### src/rtl/unidade_controle_jogo.sv
// unidade_controle_jogo: memory-game control FSM driving the counter/ROM/key-register datapath
module unidade_controle_jogo #(
  parameter int TIMEOUT = 3000,
  parameter int TW = 12
) (
  input  logic       clock,
  input  logic       reset,
  input  logic       iniciar,
  input  logic       jogada,
  input  logic       igual,
  input  logic       fimC,
  output logic       zeraC,
  output logic       contaC,
  output logic       zeraR,
  output logic       registraR,
  output logic       pronto,
  output logic       acertou,
  output logic       errou,
  output logic       timeout,
  output logic [3:0] db_estado
);
  localparam logic [3:0] INICIAL     = 4'h0;
  localparam logic [3:0] PREPARACAO  = 4'h1;
  localparam logic [3:0] ESPERA      = 4'h2;
  localparam logic [3:0] REGISTRA    = 4'h4;
  localparam logic [3:0] COMPARACAO  = 4'h5;
  localparam logic [3:0] PROXIMO     = 4'h6;
  localparam logic [3:0] FIM_ACERTOU = 4'hA;
  localparam logic [3:0] FIM_ERROU   = 4'hE;
  localparam logic [3:0] FIM_TIMEOUT = 4'hC;
  logic [3:0] estado, prox;
  logic jogada_d, pulso, expirou;
  logic [TW-1:0] conta;
  assign pulso = jogada & ~jogada_d;
  assign expirou = (TIMEOUT != 0) && (conta == TW'(TIMEOUT - 1));
  always_comb begin
    prox = INICIAL;
    case (estado)
      INICIAL:     prox = iniciar ? PREPARACAO : INICIAL;
      PREPARACAO:  prox = ESPERA;
      ESPERA:      prox = pulso ? REGISTRA : expirou ? FIM_TIMEOUT : ESPERA;
      REGISTRA:    prox = COMPARACAO;
      COMPARACAO:  prox = !igual ? FIM_ERROU : fimC ? FIM_ACERTOU : PROXIMO;
      PROXIMO:     prox = ESPERA;
      FIM_ACERTOU, FIM_ERROU, FIM_TIMEOUT: prox = iniciar ? PREPARACAO : estado;
      default:     prox = INICIAL;
    endcase
  end
  // the timeout counter only runs in espera and saturates instead of wrapping
  always_ff @(posedge clock or negedge reset) begin
    if (!reset) begin
      estado   <= INICIAL;
      jogada_d <= 1'b0;
      conta    <= '0;
    end else begin
      estado   <= prox;
      jogada_d <= jogada;
      conta    <= (estado == ESPERA) ? (&conta ? conta : conta + TW'(1)) : '0;
    end
  end
  assign zeraC     = (estado == INICIAL) || (estado == PREPARACAO);
  assign zeraR     = zeraC;
  assign registraR = estado == REGISTRA;
  assign contaC    = estado == PROXIMO;
  assign acertou   = estado == FIM_ACERTOU;
  assign errou     = estado == FIM_ERROU;
  assign timeout   = estado == FIM_TIMEOUT;
  assign pronto    = acertou | errou | timeout;
  assign db_estado = estado;
endmodule

### config.mk
export PLATFORM = sky130hd
export DESIGN_NAME = unidade_controle_jogo
export DESIGN_NICKNAME = d
export VERILOG_FILES = /design/src/rtl/unidade_controle_jogo.sv
export SDC_FILE = /design/constraint.sdc
export NUM_CORES = 1
export LEC_CHECK = 0
export CORE_UTILIZATION = 41
export DETAILED_ROUTE_END_ITERATION = 10
export GPL_TIMING_DRIVEN = 0
export MAX_ROUTING_LAYER = met4
export PLACE_DENSITY = 0.71
export SLEW_MARGIN = 20
export SYNTH_ARGS = -nofsm -noshare
export SYNTH_HDL_FRONTEND = slang
export SYNTH_SLANG_ARGS = --single-unit
### constraint.sdc
create_clock -name clock -period 3.14 [get_ports clock]
set_input_delay 0.628 -clock clock [delete_from_list [all_inputs] [get_ports clock]]
set_output_delay 0.628 -clock clock [all_outputs]
set_load 0.005 [all_outputs]
; Word-level counts from Yosys, hierarchy flattened
; Index checks and enable logic that the tools add are counted.
[classes]
n_addsub = 1
n_eq_ne = 11
muxes = 9
n_bitwise = 4
n_reduce_logical = 5
[op_table]
columns = op, count
row1 = $mux 12, 2
row2 = $pmux 4 s6, 1
row3 = $mux 4, 5
row4 = $add 12x1->12 const B, 1
row5 = $eq 12x12->1 const B, 1
row6 = $eq 4x3->1 const B, 3
row7 = $eq 4x4->1 const B, 3
row8 = $reduce_and 12->1, 1
row9 = $eq 4x1->1 const B, 1
row10 = $eq 4x2->1 const B, 1
row11 = $logic_not 4->1, 1
row12 = $ne 2x2->1 const B, 2
row13 = $reduce_or 3->1, 1
row14 = $or 1x1->1, 2
row15 = $reduce_or 2->1, 1
row16 = $and 1x1->1, 1
row17 = $logic_or 1x1->1, 1
row18 = $mux 1, 1
row19 = $not 1->1, 1
[totals]
register_bits = 17
inputBits = 6
word_cells = 33

; Longest topological paths before layout
[depth]
depth_word = 4
depth_mapped = 6

; Worst setup path after synthesis
; OpenSTA, ideal clock, no wires.
[synth_timing]
kind = flip-flop to output port
from = reg estado[2] (netlist: db_estado[2])
to = out zeraR
t_arrival_ns = 1.037
setup_slack_ns = 1.475
stages_incl_launch_ff = 4
n_path_buf = 2
cell_sequence = dfrtp_1 clkbuf_1 nor3_1 buf_4
[synth_between]
elab_chain_len = 2
elab_cells_between_ends = 3
[synth_lines]
columns = item, line_no
row1 = start: declaration, 31  ; logic [3:0] estado, prox;
row2 = start signal: assignment, 56  ; estado <= prox;
row3 = $eq 4x1->1 / $logic_not 4->1 (equally long branches), 61  ; assign zeraC = (estado == INICIAL) || (estado == PREPARACAO);
row4 = $logic_or 1x1->1 *, 61
row5 = end: declaration, 14  ; output logic zeraR,
; Mark *: on every way between the ends. The rest lies on a longest branch, timed or not.

; Final worst setup path
[layout_timing]
from = reg estado[1] (netlist: db_estado[1])
to = out acertou
[layout_between]
elab_chain_len = 1
[layout_lines]
columns = item, line_no
row1 = $eq 4x4->1, 65  ; assign acertou = estado == FIM_ACERTOU;
row2 = end: declaration, 17  ; output logic acertou,
; No other way between the ends.

==> impl_metrics.ini <==
[critical_path]
crit_buf_inv = 2
crit_chain = clkbuf_1 -> nor4b_1 -> clkdlybuf4s50_1
cp_max_fo = 10
start_kind = flop
worstPathArrival_ns = 1.99
endpoint_kind = primary output
cpPeakStageDelay_ns = 0.60
critPathTopFamily = buffers and inverters
cp.required_ns = 2.51
path_class = flop to primary output
slowest_stage = clkdlybuf4s50_1

[clock_tree]
cts.reportedPaths.clkPinSlew_ns = 0.09
cts_hold_buf = 0
clock_path_buffers = 2
tritoncts = built
clock_latency_ns = 0.30
cts_root_buf = clkbuf_4
post-cts-setup-buffers = 0
htreeDepth = 1
cts_buffers = 3
clock-sinks = 17
cts_repair_resize_count = 0

[layout]
synthToLayoutAreaGrowth_pct = 21.92
multi_input_comb_area_um2 = 576.8
final_nets = 150
fillers = 244
regArea_um2 = 425.4
insertedDiodeCount = 0
drive_gt1_share_pct = 11.27
final_cell_area_mm2 = 0.001301

[pwr]
pwr_density_cell_mw_per_mm2 = 586.9
peakVddDrop_mv = 0.3892
leakagePower_nw = 0.5844

[die]
core_mm2 = 0.002477
rows = 18
dieArea_mm2 = 0.002811
num_io_pins = 18
die_w_um = 53.02
die_h_um = 53.02
start_util_pct = 43.08

[placement]
globalplace.congestion = 0.8031
dp_hpwl_mm = 1.671
io_buffers = 17
place_area_mm2 = 0.001275

[logic_synthesis]
synth.mux.area_fraction_pct = 1.876
synthSimpleGateAreaFrac_pct = 35.64
synth-async-reset-ratio_pct = 100.0
synth_top_area_cell = dfrtp_1
netlist_area_mm2 = 0.001067
synth_seq_cells = 17
netlist_top_cells_area = dfrtp_1 40%, nor2_1 6.3%, a21oi_1 4.2%
yosys_warnings = 0
synth_nets = 128
synth_cell_types = 36
seq_area_frac_synth_pct = 39.86
post_synth_xor_area_fraction_pct = 0.8206
yosys.area_share.adder_pct = 1.172
synthCells = 121
synth-compound-area-share_pct = 14.54
netlist.area_leader.share_pct = 39.86
synth_edf_count = 0
synth_top_family_by_area = simple AND/OR/NAND/NOR gates
avgSynthCellArea_um2 = 8.820
synth_ff_type = dfrtp_1

[detailed_routing]
drc_errors = 0
wl_mm = 2.256
antenna_left = 0
dr_total_vias = 965
post_drt_wl_per_cell_um = 13.12
routed_via_density = 5.610
drt_pass1_iterations = 4
drt_iter0_markers = 18

[timing]
worst_hold_slack_ns = 0.5768
fin_skew_ns = 0.003454
fmax_mhz = 382.0
setup_violations = 0
fin_crit_sh_pct = 83.38
slew_headroom_pct = 49.37
fin_tns_setup_ns = 0
final_hold_viol_count = 0
report.final.slew_viol_count = 0
rsz0062_at_grt = false
tightest_slew_ns = 0.7572
period_needed_ns = 2.618

[worst_hold_path]
holdCritPathClass = flop to flop

[global_route]
grt_pass1_vias = 853
grt_max_degree = 18
grt_pass1_wl_mm = 3.905
antenna_found_initial = 0
gr-total-overflow = 0
track_usage_pct = 20.12

[job]
maxCapViolCount = 0

[run_status]
outcome = finished, final reports clean
==> Yosys cell counts (2+ instances only) <==
cell and instances:
a21oi_1 9, a31oi_1 4, a41o_1 2, and3_1 4
buf_4 2, buf_6 2, clkbuf_1 3, dfrtp_1 17
inv_1 3, mux2i_1 2, nand2_1 12, nand2b_1 3
nand3_1 2, nand4_1 2, nand4_2 2, nor2_1 18
nor3_1 6, nor4b_1 3, o21ai_0 8
==> worst register-to-register path: stages, from the launching register on <==
cell and delay [ns]:
dfrtp_1 0.41, ha_1 0.26, nand4_2 0.14, nor4_4 0.43, mux2i_1 0.23, nor2_1 0.05
==> layout by cell type, fill, tap and decap left out, types with 3 or more instances in the layout <==
master	netlist	layout
nor2_1	18	18
dfrtp_1	17	17
clkdlybuf4s50_1	0	17
nand2_1	12	12
a21oi_1	9	9
o21ai_0	8	8
nor3_1	6	6
clkbuf_1	3	4
and3_1	4	4
a31oi_1	4	4
inv_1	3	3
nor4b_1	3	3
nand2b_1	3	3
clkbuf_4	0	3
==> per-stage QoR <==
| step | setup slack, ns | instances | util, % | power (mW) |
|---|---|---|---|---|
| final | 0.5219 | 172 | 52.53 | 0.7637 |
| after global routing | 0.3553 | 172 | 52.53 | 0.8193 |
| after floorplan | 1.475 | 121 | - | 0.4983 |
| after global placement | 0.9535 | 168 | 51.46 | 0.6401 |
| after CTS | 0.4881 | 172 | 52.53 | 0.7683 |
| after detailed placement | 0.8115 | 168 | 51.46 | 0.6493 |
==> where the power goes <==
group / switching, mW / total (mW) / internal, mW
registers: 0.0331 / 0.281 / 0.248
logic: 0.174 / 0.363 / 0.190
clock network: 0.0694 / 0.119 / 0.0495
==> state kept, by name (all words and copies together) (netlist names) <==
register   count
conta         12
db_estado      4
jogada_d       1
==> cells by family (layout without fill, tap and decap cells) <==
logic type / after synthesis / count (layout)
fa+ha+maj: 1 / 1
flops: 17 / 17
simple gates: 63 / 63
compound gates: 26 / 26
xor+xnor: 1 / 1
mux: 2 / 2
buf+inv: 11 / 32
==> final cells by class <==
cell class              count  share of cell area, %
well taps                  30                  2.885
clock buffers               4                  2.019
inverters                   3                 0.8654
plain buffers               8                  4.135
repair buffers             17                  13.08
flip-flops and latches     17                  32.69
multi-input cells          93                  44.33
==> final timing paths <==
| path | from | endpoint | slack (ns) | depth (start not counted) |
|---|---|---|---|---|
| setup / recovery | db_estado[1] | acertou | 0.52 | 3 |
| hold / removal | conta[6] | conta[6] | 0.58 | 2 |
| setup reg to reg | conta[0] | conta[1] | 1.52 | 5 |
| hold reg to reg | conta[6] | conta[6] | 0.58 | 2 |
| max in group asynchronous | reset | db_estado[3] | 1.90 | 1 |
| min in group asynchronous | reset | conta[10] | 0.77 | 1 |
==> metal layers <==
layer / up-vias / GRT usage [%] / part of all wire (%)
met5: - / - / 0
met4: 0 / 6.579 / 1.5
met3: 5 / 6.034 / 3.6
met2: 17 / 30.38 / 46
met1: 464 / 25.71 / 48
li1: 479 / - / -
Note: power is estimated with default switching activity, not from simulation.
